`src/rtl/uart_tx_fifo_pkg.sv`:
```
// Shared constants, state encoding and parity helper for the FIFO-fed UART transmitter.
package uart_tx_fifo_pkg;

    localparam int unsigned UART_CLKS_PER_BIT_720P = 645;
    localparam int unsigned UART_CLKS_PER_BIT_480P = 234;

    localparam int unsigned UART_PARITY_NONE = 0;
    localparam int unsigned UART_PARITY_EVEN = 1;
    localparam int unsigned UART_PARITY_ODD  = 2;

    typedef enum logic [2:0] {
        IDLE,
        START,
        DATA,
        PARITY,
        STOP
    } uart_tx_state_t;

    // Parity bit that makes the total count of ones even (EVEN) or odd (ODD).
    function automatic logic parity_bit(input logic [7:0] data, input int unsigned mode);
        return (mode == UART_PARITY_ODD) ? ~^data : ^data;
    endfunction

endpackage

```
`src/rtl/uart_tx_fifo_sync_fifo.sv`:
```
// Single-clock first-word-fall-through FIFO with occupancy count.
module sync_fifo #(
    parameter int unsigned WIDTH = 8,
    parameter int unsigned DEPTH = 16
) (
    input  logic                     clk,
    input  logic                     rst,
    input  logic                     wr_en,
    input  logic [WIDTH-1:0]         wr_data,
    input  logic                     rd_en,
    output logic [WIDTH-1:0]         rd_data,
    output logic                     full,
    output logic                     empty,
    output logic [$clog2(DEPTH):0]   level
);

    localparam int unsigned AW = $clog2(DEPTH);
    localparam int unsigned LW = AW + 1;

    logic [WIDTH-1:0] r_mem [DEPTH];
    logic [AW-1:0]    r_wr_ptr;
    logic [AW-1:0]    r_rd_ptr;
    logic [LW-1:0]    r_level;
    logic             w_wr;
    logic             w_rd;

    assign w_wr = wr_en && !full;
    assign w_rd = rd_en && !empty;

    always_ff @(posedge clk) begin
        if (w_wr) begin
            r_mem[r_wr_ptr] <= wr_data;
        end
    end

    // Pointers wrap naturally because DEPTH is a power of two.
    always_ff @(posedge clk) begin
        if (rst) begin
            r_wr_ptr <= '0;
            r_rd_ptr <= '0;
            r_level  <= '0;
        end else begin
            if (w_wr) r_wr_ptr <= r_wr_ptr + AW'(1);
            if (w_rd) r_rd_ptr <= r_rd_ptr + AW'(1);
            case ({w_wr, w_rd})
                2'b10:   r_level <= r_level + LW'(1);
                2'b01:   r_level <= r_level - LW'(1);
                default: r_level <= r_level;
            endcase
        end
    end

    assign rd_data = r_mem[r_rd_ptr];
    assign full    = (r_level == LW'(DEPTH));
    assign empty   = (r_level == '0);
    assign level   = r_level;

endmodule

```
`src/rtl/uart_tx_fifo.sv`:
```
// UART transmitter (8 data bits, LSB first, optional parity, 1/2 stop bits) fed by a byte FIFO.
module uart_tx_fifo
    import uart_tx_fifo_pkg::*;
#(
    parameter int unsigned CLKS_PER_BIT = UART_CLKS_PER_BIT_720P,
    parameter int unsigned FIFO_DEPTH   = 16,
    parameter int unsigned PARITY       = UART_PARITY_NONE,
    parameter int unsigned STOP_BITS    = 1
) (
    input  logic                          clk,
    input  logic                          rst,
    input  logic [7:0]                    tx_data,
    input  logic                          tx_valid,
    output logic                          tx_ready,
    output logic                          txd,
    output logic                          busy,
    output logic [$clog2(FIFO_DEPTH):0]   fifo_level
);

    localparam int unsigned CNT_W = $clog2(CLKS_PER_BIT);
    localparam int unsigned LVL_W = $clog2(FIFO_DEPTH) + 1;

    uart_tx_state_t   r_state;
    uart_tx_state_t   w_state_nxt;
    logic [CNT_W-1:0] r_baud_cnt;
    logic [2:0]       r_bit_cnt;
    logic [2:0]       w_bit_nxt;
    logic [7:0]       r_data;
    logic             r_txd;
    logic             w_txd_nxt;
    logic             w_push;
    logic             w_pop;
    logic             w_full;
    logic             w_empty;
    logic [7:0]       w_head;
    logic [LVL_W-1:0] w_level;
    logic             w_baud_done;
    logic             w_last_bit;
    logic             w_stop_done;

    assign w_push = tx_valid && !w_full;

    sync_fifo #(
        .WIDTH (8),
        .DEPTH (FIFO_DEPTH)
    ) u_fifo (
        .clk     (clk),
        .rst     (rst),
        .wr_en   (w_push),
        .wr_data (tx_data),
        .rd_en   (w_pop),
        .rd_data (w_head),
        .full    (w_full),
        .empty   (w_empty),
        .level   (w_level)
    );

    assign w_baud_done = (r_baud_cnt == CNT_W'(CLKS_PER_BIT - 1));
    assign w_last_bit  = (r_bit_cnt == 3'd7);
    // In STOP the bit counter counts stop bits, so two stop bits need no wider baud counter.
    assign w_stop_done = w_baud_done && (r_bit_cnt == 3'(STOP_BITS - 1));

    always_ff @(posedge clk) begin
        if (rst) r_state <= IDLE;
        else     r_state <= w_state_nxt;
    end

    always_comb begin
        w_state_nxt = r_state;
        case (r_state)
            IDLE:  if (!w_empty)   w_state_nxt = START;
            START: if (w_baud_done) w_state_nxt = DATA;
            DATA:  if (w_baud_done && w_last_bit)
                       w_state_nxt = (PARITY != UART_PARITY_NONE) ? uart_tx_fifo_pkg::PARITY : STOP;
            uart_tx_fifo_pkg::PARITY: if (w_baud_done) w_state_nxt = STOP;
            STOP:  if (w_stop_done) w_state_nxt = w_empty ? IDLE : START;
            default: w_state_nxt = IDLE;
        endcase
    end

    // Pop on leaving IDLE or on the last stop cycle, so back-to-back frames have no gap.
    always_comb begin
        w_pop     = !w_empty && ((r_state == IDLE) || ((r_state == STOP) && w_stop_done));
        w_bit_nxt = r_bit_cnt;
        if (w_state_nxt != r_state) w_bit_nxt = 3'd0;
        else if (w_baud_done)       w_bit_nxt = r_bit_cnt + 3'd1;
        w_txd_nxt = 1'b1;
        case (w_state_nxt)
            START:                    w_txd_nxt = 1'b0;
            DATA:                     w_txd_nxt = r_data[w_bit_nxt];
            uart_tx_fifo_pkg::PARITY: w_txd_nxt = parity_bit(r_data, PARITY);
            default:                  w_txd_nxt = 1'b1;
        endcase
    end

    always_ff @(posedge clk) begin
        if (rst) begin
            r_baud_cnt <= '0;
            r_bit_cnt  <= '0;
            r_data     <= '0;
            r_txd      <= 1'b1;
        end else begin
            if ((r_state == IDLE) || (w_state_nxt != r_state) || w_baud_done)
                r_baud_cnt <= '0;
            else
                r_baud_cnt <= r_baud_cnt + CNT_W'(1);
            r_bit_cnt <= w_bit_nxt;
            if (w_pop) r_data <= w_head;
            r_txd <= w_txd_nxt;
        end
    end

    assign txd        = r_txd;
    assign tx_ready   = !w_full;
    assign busy       = (r_state != IDLE) || (w_level != '0);
    assign fifo_level = w_level;

endmodule

```
`config.mk`:
```
export PLATFORM = sky130hd
export DESIGN_NAME = uart_tx_fifo
export DESIGN_NICKNAME = d
export VERILOG_FILES = /design/src/rtl/uart_tx_fifo_pkg.sv /design/src/rtl/uart_tx_fifo_sync_fifo.sv /design/src/rtl/uart_tx_fifo.sv
export SDC_FILE = /design/constraint.sdc
export NUM_CORES = 1
export LEC_CHECK = 0
export CAP_MARGIN = 20
export CORE_ASPECT_RATIO = 2
export CORE_UTILIZATION = 35
export DETAILED_ROUTE_END_ITERATION = 8
export HOLD_SLACK_MARGIN = 0.02
export PLACE_DENSITY = 0.57
export SLEW_MARGIN = 20
export SYNTH_ARGS = -nofsm -noshare
export SYNTH_HDL_FRONTEND = slang
export SYNTH_SLANG_ARGS = --single-unit
```
`constraint.sdc`:
```
create_clock -name clk -period 2.9 [get_ports clk]
set_input_delay 0.29 -clock clk [delete_from_list [all_inputs] [get_ports clk]]
set_output_delay 0.29 -clock clk [all_outputs]
set_load 0.03 [all_outputs]
```
# Word-level counts from Yosys, hierarchy flattened
# Memories as Yosys holds them, arrays and structs flattened. A register that Yosys moved wholly into a read port is not among the register bits.
# Index checks and enable logic that the tools add are counted.
op_classes:
  n_eq_ne: 13
  n_lt_le_gt_ge: 1
  n_addsub: 6
  reduce_logical: 21
  muxes: 15
ops:
  columns: ["op", "count"]
  rows:
  - ["two-way mux 3 bit", 7]
  - ["case mux 3 bit (5 select lines)", 1]
  - ["== test 3 x 2 -> 1 bit, second input constant", 4]
  - ["adder 10 x 1 -> 10 bit, second input constant", 1]
  - ["== test 10 bit, second input constant", 1]
  - ["case mux 5 bit (2 select lines)", 1]
  - ["adder 4 x 1 -> 4 bit, second input constant", 2]
  - ["XOR reduction 8 bit", 1]
  - ["logical AND 1 bit", 7]
  - ["== test 3 x 1 -> 1 bit, second input constant", 2]
  - ["== test 3 bit, second input constant", 2]
  - ["zero test 3 bit", 2]
  - ["adder 5 x 1 -> 5 bit, second input constant", 1]
  - ["== test 5 bit, second input constant", 1]
  - ["zero test 5 bit", 1]
  - ["nonzero test 5 bit", 1]
  - ["subtractor 5 x 1 -> 5 bit, second input constant", 1]
  - ["logical OR 1 bit", 4]
  - ["< comparator 3 x 4 -> 1 bit, second input constant", 1]
  - ["two-way mux 1 bit", 4]
  - ["adder 3 x 1 -> 3 bit, second input constant", 1]
  - ["binary-select mux 1 bit (select 3 bit)", 1]
  - ["!= test 3 bit", 1]
  - ["case mux 1 bit (3 select lines)", 1]
  - ["other kinds (6)", 7]
word_totals:
  memories: 1
  register_bits: 30
  in_bits: 11
  ramBits: 128
mem_list:
  columns: ["memory", "depth", "word_bits", "read_ports", "rd_clocked_by_memory_dff", "write_ports", "line", "source"]
  rows:
  - ["u_fifo.r_mem", 16, 8, 1, 1, 1, "uart_tx_fifo_sync_fifo.sv:20", "logic [WIDTH-1:0] r_mem [DEPTH];"]

# Depth between registers and ports, before layout
depth:
  word_depth: 9
  mapped_depth: 18

# Modules after synthesis
# From an unflattened synthesis, not the netlist that was laid out.
hier_totals:
  cells_unflattened: 500
  area_unflattened_um2: 7378.3
by_module_without_submodules:
  columns: ["module", "n_inst", "seq_area_each_um2", "area_each_um2", "cells_per_inst"]
  rows:
  - ["sync_fifo", 1, 4184.0, 5891.9, 330]
  - ["uart_tx_fifo", 1, 500.5, 1486.4, 170]

# Least setup slack after synthesis
# Ideal clock, no wire load.
synth_timing:
  path_kind: "register to register"
  from: "register r_bit_cnt[0]"
  to: "register u_fifo.r_level[4] (netlist: u_fifo.level[4])"
  t_required_ns: 2.772
  setup_slack_ns: -0.215
  setup_time_ns: 0.128
  stages_incl_launch_ff: 19
  arrival_ns: 2.988
  period_less_slack_ns: 3.115
  n_path_buf: 3
  path_cell_list: "dfxtp_1 > buf_4 > inv_1 > ha_1 > nor2b_1 > nand4_1 > a21o_1 > buf_2 > inv_1 > buf_2 > ha_1 > inv_1 > fa_1 > nor2b_1 > o21ai_0 > and3_1 > nor3_1 > xnor2_1 > nor2_1"
synth_between:
  elab_chain_cells: 8
  elab_cells_between_ends: 10
  cone_classes: "eq/ne: 2; mux: 1; reduce/logical: 7"
synth_rtl:
  columns: ["item", "line", "source"]
  rows:
  - ["start: declaration", "uart_tx_fifo.sv:26", "logic [2:0] r_bit_cnt;"]
  - ["start signal: assignment", "uart_tx_fifo.sv:107", "r_bit_cnt <= w_bit_nxt;"]
  - ["zero test 3 bit *", "uart_tx_fifo.sv:61", "assign w_stop_done = w_baud_done && (r_bit_cnt == 3'(STOP_BITS - 1));"]
  - ["logical AND 1 bit *", "uart_tx_fifo.sv:61", null]
  - ["logical AND 1 bit *", "uart_tx_fifo.sv:83", "w_pop = !w_empty && ((r_state == IDLE) || ((r_state == STOP) && w_stop_done));"]
  - ["logical OR 1 bit *", "uart_tx_fifo.sv:83", null]
  - ["logical AND 1 bit *", "uart_tx_fifo.sv:83", null]
  - ["net u_fifo.rd_en", "uart_tx_fifo_sync_fifo.sv:10", "input logic rd_en,"]
  - ["logical AND 1 bit *", "uart_tx_fifo_sync_fifo.sv:28", "assign w_rd = rd_en && !empty;"]
  - ["== test 2 x 1 -> 1 bit or == test 2 bit (tied branches)", "uart_tx_fifo_sync_fifo.sv:45", "case ({w_wr, w_rd})"]
  - ["case mux 5 bit (2 select lines) or nonzero test 2 bit (tied branches)", null, null]
  - ["end signal: assignment", "uart_tx_fifo_sync_fifo.sv:46", "2'b10: r_level <= r_level + LW'(1);"]
  - ["end signal: assignment", "uart_tx_fifo_sync_fifo.sv:47", "2'b01: r_level <= r_level - LW'(1);"]
  - ["end signal: assignment", "uart_tx_fifo_sync_fifo.sv:48", "default: r_level <= r_level;"]
  - ["end: declaration", "uart_tx_fifo_sync_fifo.sv:23", "logic [LW-1:0] r_level;"]
# Mark *: on every way through the listed nets, which the timed path passes. The rest lies on a longest branch.
# A chain may end at the register's enable or synchronous reset.

# Final worst setup path
layout_timing:
  from: "register u_fifo.r_level[0] (netlist: u_fifo.level[0])"
  to: "register u_fifo.r_level[4] (netlist: u_fifo.level[4])"
layout_between:
  elab_chain_cells: 6
  elab_cells_between_ends: 14
  cone_classes: "add/sub: 2; eq/ne: 3; mux: 1; reduce/logical: 8"
layout_rtl:
  columns: ["item", "line"]
  rows:
  - ["== test 5 bit or zero test 5 bit (tied branches)", "uart_tx_fifo_sync_fifo.sv:54, uart_tx_fifo_sync_fifo.sv:55"]
  - ["zero test 1 bit (on tied branches)", null]
  - ["logical AND 1 bit (on tied branches)", "uart_tx_fifo.sv:41, uart_tx_fifo.sv:83"]
  - ["logical AND 1 bit (on tied branches)", "uart_tx_fifo_sync_fifo.sv:27, uart_tx_fifo_sync_fifo.sv:28"]
  - ["== test 2 x 1 -> 1 bit or == test 2 bit (tied branches)", "uart_tx_fifo_sync_fifo.sv:45"]
  - ["case mux 5 bit (2 select lines) or nonzero test 2 bit (tied branches)", null]
# Several ways; a longest one is shown, not always the timed one.

==> results.md <==
* Status: finished, final reports clean
* Synthesized cell area at 7079 um^2
* Flip-flop and latch area at about 4600 um^2
* Synth area leaders: edfxtp_1, mux4_2, dfxtp_1
* Crit end category: flip-flop
* Post-synthesis mux area share at about 14%
* Min cycle time layout at 2753 ps
* Post-synthesis simple-gate area fraction at 8.484%
* Clk buf depth at 2
* Final setup violation count at 0
* Most frequent cell after synthesis: edfxtp_1
* Syn_nets at ~490
* Clock slew at reported path FFs at about 70 ps
* GR Overflow Total at 0
* Hold crit path type: flip-flop to flip-flop
* Crit Path Class: flip-flop to flip-flop
* IO Port Bufs at 18
* GP Congestion at 0.8428
* Core area at slightly below 20000 um^2
* Commonest cells post-synth: edfxtp_1, nor2_1, mux4_2
* Layout cell share with drive strength beyond 1 at a little under a quarter
* Fmax at ~360 MHz
* Adder-Cell Fraction of Synth Area at between 2 and 3%
* Setup TNS at 0 ps
* FFs w/ async S/R, synth at 0%
* Die area at 20830 um^2
* FILL cells at between 1500 and 2000
* Vias per inst at ~5.2
* Largest area contributor in the netlist: edfxtp_1
* Maxcap violations at 0
* WP data required at around 3200 ps
* Num CTS Buffers at 17
* First-pass GRT wire length at 22360 um
* Slew Limit Fails at 0
* Pre-antenna DRT Iters at 6
* Compound-Gate Fraction of Synth Area at under 10%
* Placed cell area at a little under 8000 um^2
* Fin area at a little over 8000 um^2
* Dpl cells at between 700 and 800
* Vias in the first global route at between 4000 and 5000
* Post-synth top area share at between 50% and 60%
* Hpwl dp at ~10000 um
* Worst Setup Start Kind: flip-flop
* Worst Tran Pin Value at about 650 ps
* Vias at between 4000 and 5000
* Routed Antenna Nets at 0
* Nets at approximately 530
* Headroom to the max-slew limit at a little under three fifths
* Starting Density at 35.72%
* Initial DRC Count at 190
* Final Hold Vio Count at 0
* Lkg Pwr at about 2.7 nW
* All-layer global routing usage at between 10 and 15%
* Power density cells at 855.5 nW/um^2
* Drc violations at 0
* Maximum number of pins on one net before global-route repair at 36
* Period Utilization, post-route at a little over nine tenths
* Synth Flop Type: edfxtp_1
* Clock root cell: clkbuf_16
* Row cnt at 73
* Area occupied by multi-input gates at roughly 2300 um^2
* Die H at just over 200 um
* Syn Inst Count at roughly 460
* Main combinational cell family by area after synthesis: multiplexers
* Die W at between 100 and 150 um
* CTS tree: built
* Post-synthesis xor/xnor area fraction at under 10%
* Synth Area per Inst at 15.42 um^2
* Reg2Reg Depth at 12
* H-tree levels at 4
* Hold Path Depth at 2
* Final Non-Filler Cells at around 780
* Clk_skew at slightly below 9 ps
* Synthesis warning total at 0
* Avg WL per Cell at about 18 um
* Max IR drop VDD at a little over 0.4 mV
* CP Max Fanout at 5
* I/O pins at 19
* Synth Register Bits at between 150 and 200
* Seq/Total Area, Yosys at between 60% and 70%
* Area growth, synth to finish at 17.46%
* Routed WL at 14310 um
* Antenna violations before repair at 0
* Number of synthesized flops with an enable pin at roughly 130
* Sink Count at around 170
* Worst skew pair latency at roughly 420 ps
* Ant. Diodes at 0
* Synth cell types at between 50 and 60
* CP arrival at between 3000 and 4000 ps
[metrics by stage]
step	utilization [%]	power (mW)	setup WS, ps	hold slack (ps)
final	41.95	7.114	146.7	490.7
after global routing	41.95	7.459	-7.690	521.1
after CTS	41.85	7.173	38.47	495.1
after detailed placement	38.93	4.958	47.23	485.7
after global placement	38.93	4.919	127.6	455.5
after floorplan	-	4.373	3.739	388.9
[cell usage in the layout, fill, tap and decap left out, types with 3 or more instances in the layout]
master / instances
nand4_1: 6
and3_1: 3
clkdlybuf4s50_1: 18
edfxtp_1: 128
xnor2_1: 13
dfxtp_1: 34
buf_4: 28
a21oi_1: 17
a21o_1: 4
xor2_1: 11
dfxtp_2: 4
mux2i_1: 4
ha_1: 13
clkinvlp_4: 3
nor2_1: 45
nand2_1: 28
o21ai_0: 4
nor2b_1: 4
nand3_1: 9
nor3_1: 12
mux4_2: 40
inv_1: 13
clkinv_4: 3
clkbuf_16: 17
[worst max-delay path, stage by stage (launching register included)]
cell and delay, ps:
dfxtp_2 340, or4_1 600, o21ai_1 230, a21o_1 150, inv_2 60, ha_4 170
ha_1 310, nor2b_2 180, o21ai_1 140, a21oi_1 100, nor3_2 170, xnor2_1 140
nor2_1 60
[path summary, 6_finish.rpt]
kind                   start               to  slack, ps
max          u_fifo.level[0]  u_fifo.level[4]        150
min                r_data[0]        r_data[0]        490
max reg2reg  u_fifo.level[0]  u_fifo.level[4]        150
min reg2reg        r_data[0]        r_data[0]        490
[registers in the layout (all words and copies together), names as in the netlist]
register	cells
u_fifo.r_mem	128
r_baud_cnt	10
r_data	8
u_fifo.level	5
u_fifo.r_rd_ptr	4
u_fifo.r_wr_ptr	4
r_bit_cnt	3
r_state	3
txd	1
[logic make-up after synthesis]
| kind of cell | count (synthesis) |
|---|---|
| adder cells (fa/ha/maj) | 15 |
| AO/OA/AOI/OAI | 44 |
| XOR/XNOR | 25 |
| flip-flops | 166 |
| AND/OR/NAND/NOR | 124 |
| buffers and inverters | 38 |
| multiplexers | 47 |
[report_power, final]
| group | total [mW] | switching [mW] | internal [mW] |
|---|---|---|---|
| Sequential | 2.89 | 0.162 | 2.73 |
| Combinational | 2.02 | 1.04 | 0.977 |
| Clock | 2.20 | 0.930 | 1.27 |
[layout make-up]
class                   count  area share (%)
clock inverters            14           1.806
flip-flops and latches    166           55.43
multi-input cells         255           28.09
inverters                  14          0.6320
well taps                 262           3.942
repair buffers             47           4.935
clock buffers              18           5.161
[repair_timing]
item | CTS | global route
hold buffers | 0 | 0
setup buffers | 0 | 2
setup endpoints to repair | 0 | 1
resized for setup | 0 | 3
[routing by layer]
metal  part of all wire, %  routed length, um  vias up  track usage [%]
met5                     0                  0        -                0
met4                   4.7                673        0            9.337
met3                   2.7                390       44            3.153
met2                    59               8475       91            28.45
met1                    33               4773     2042            13.77
li1                      -                  -     1825                -
(Power assumes the default switching activity.)
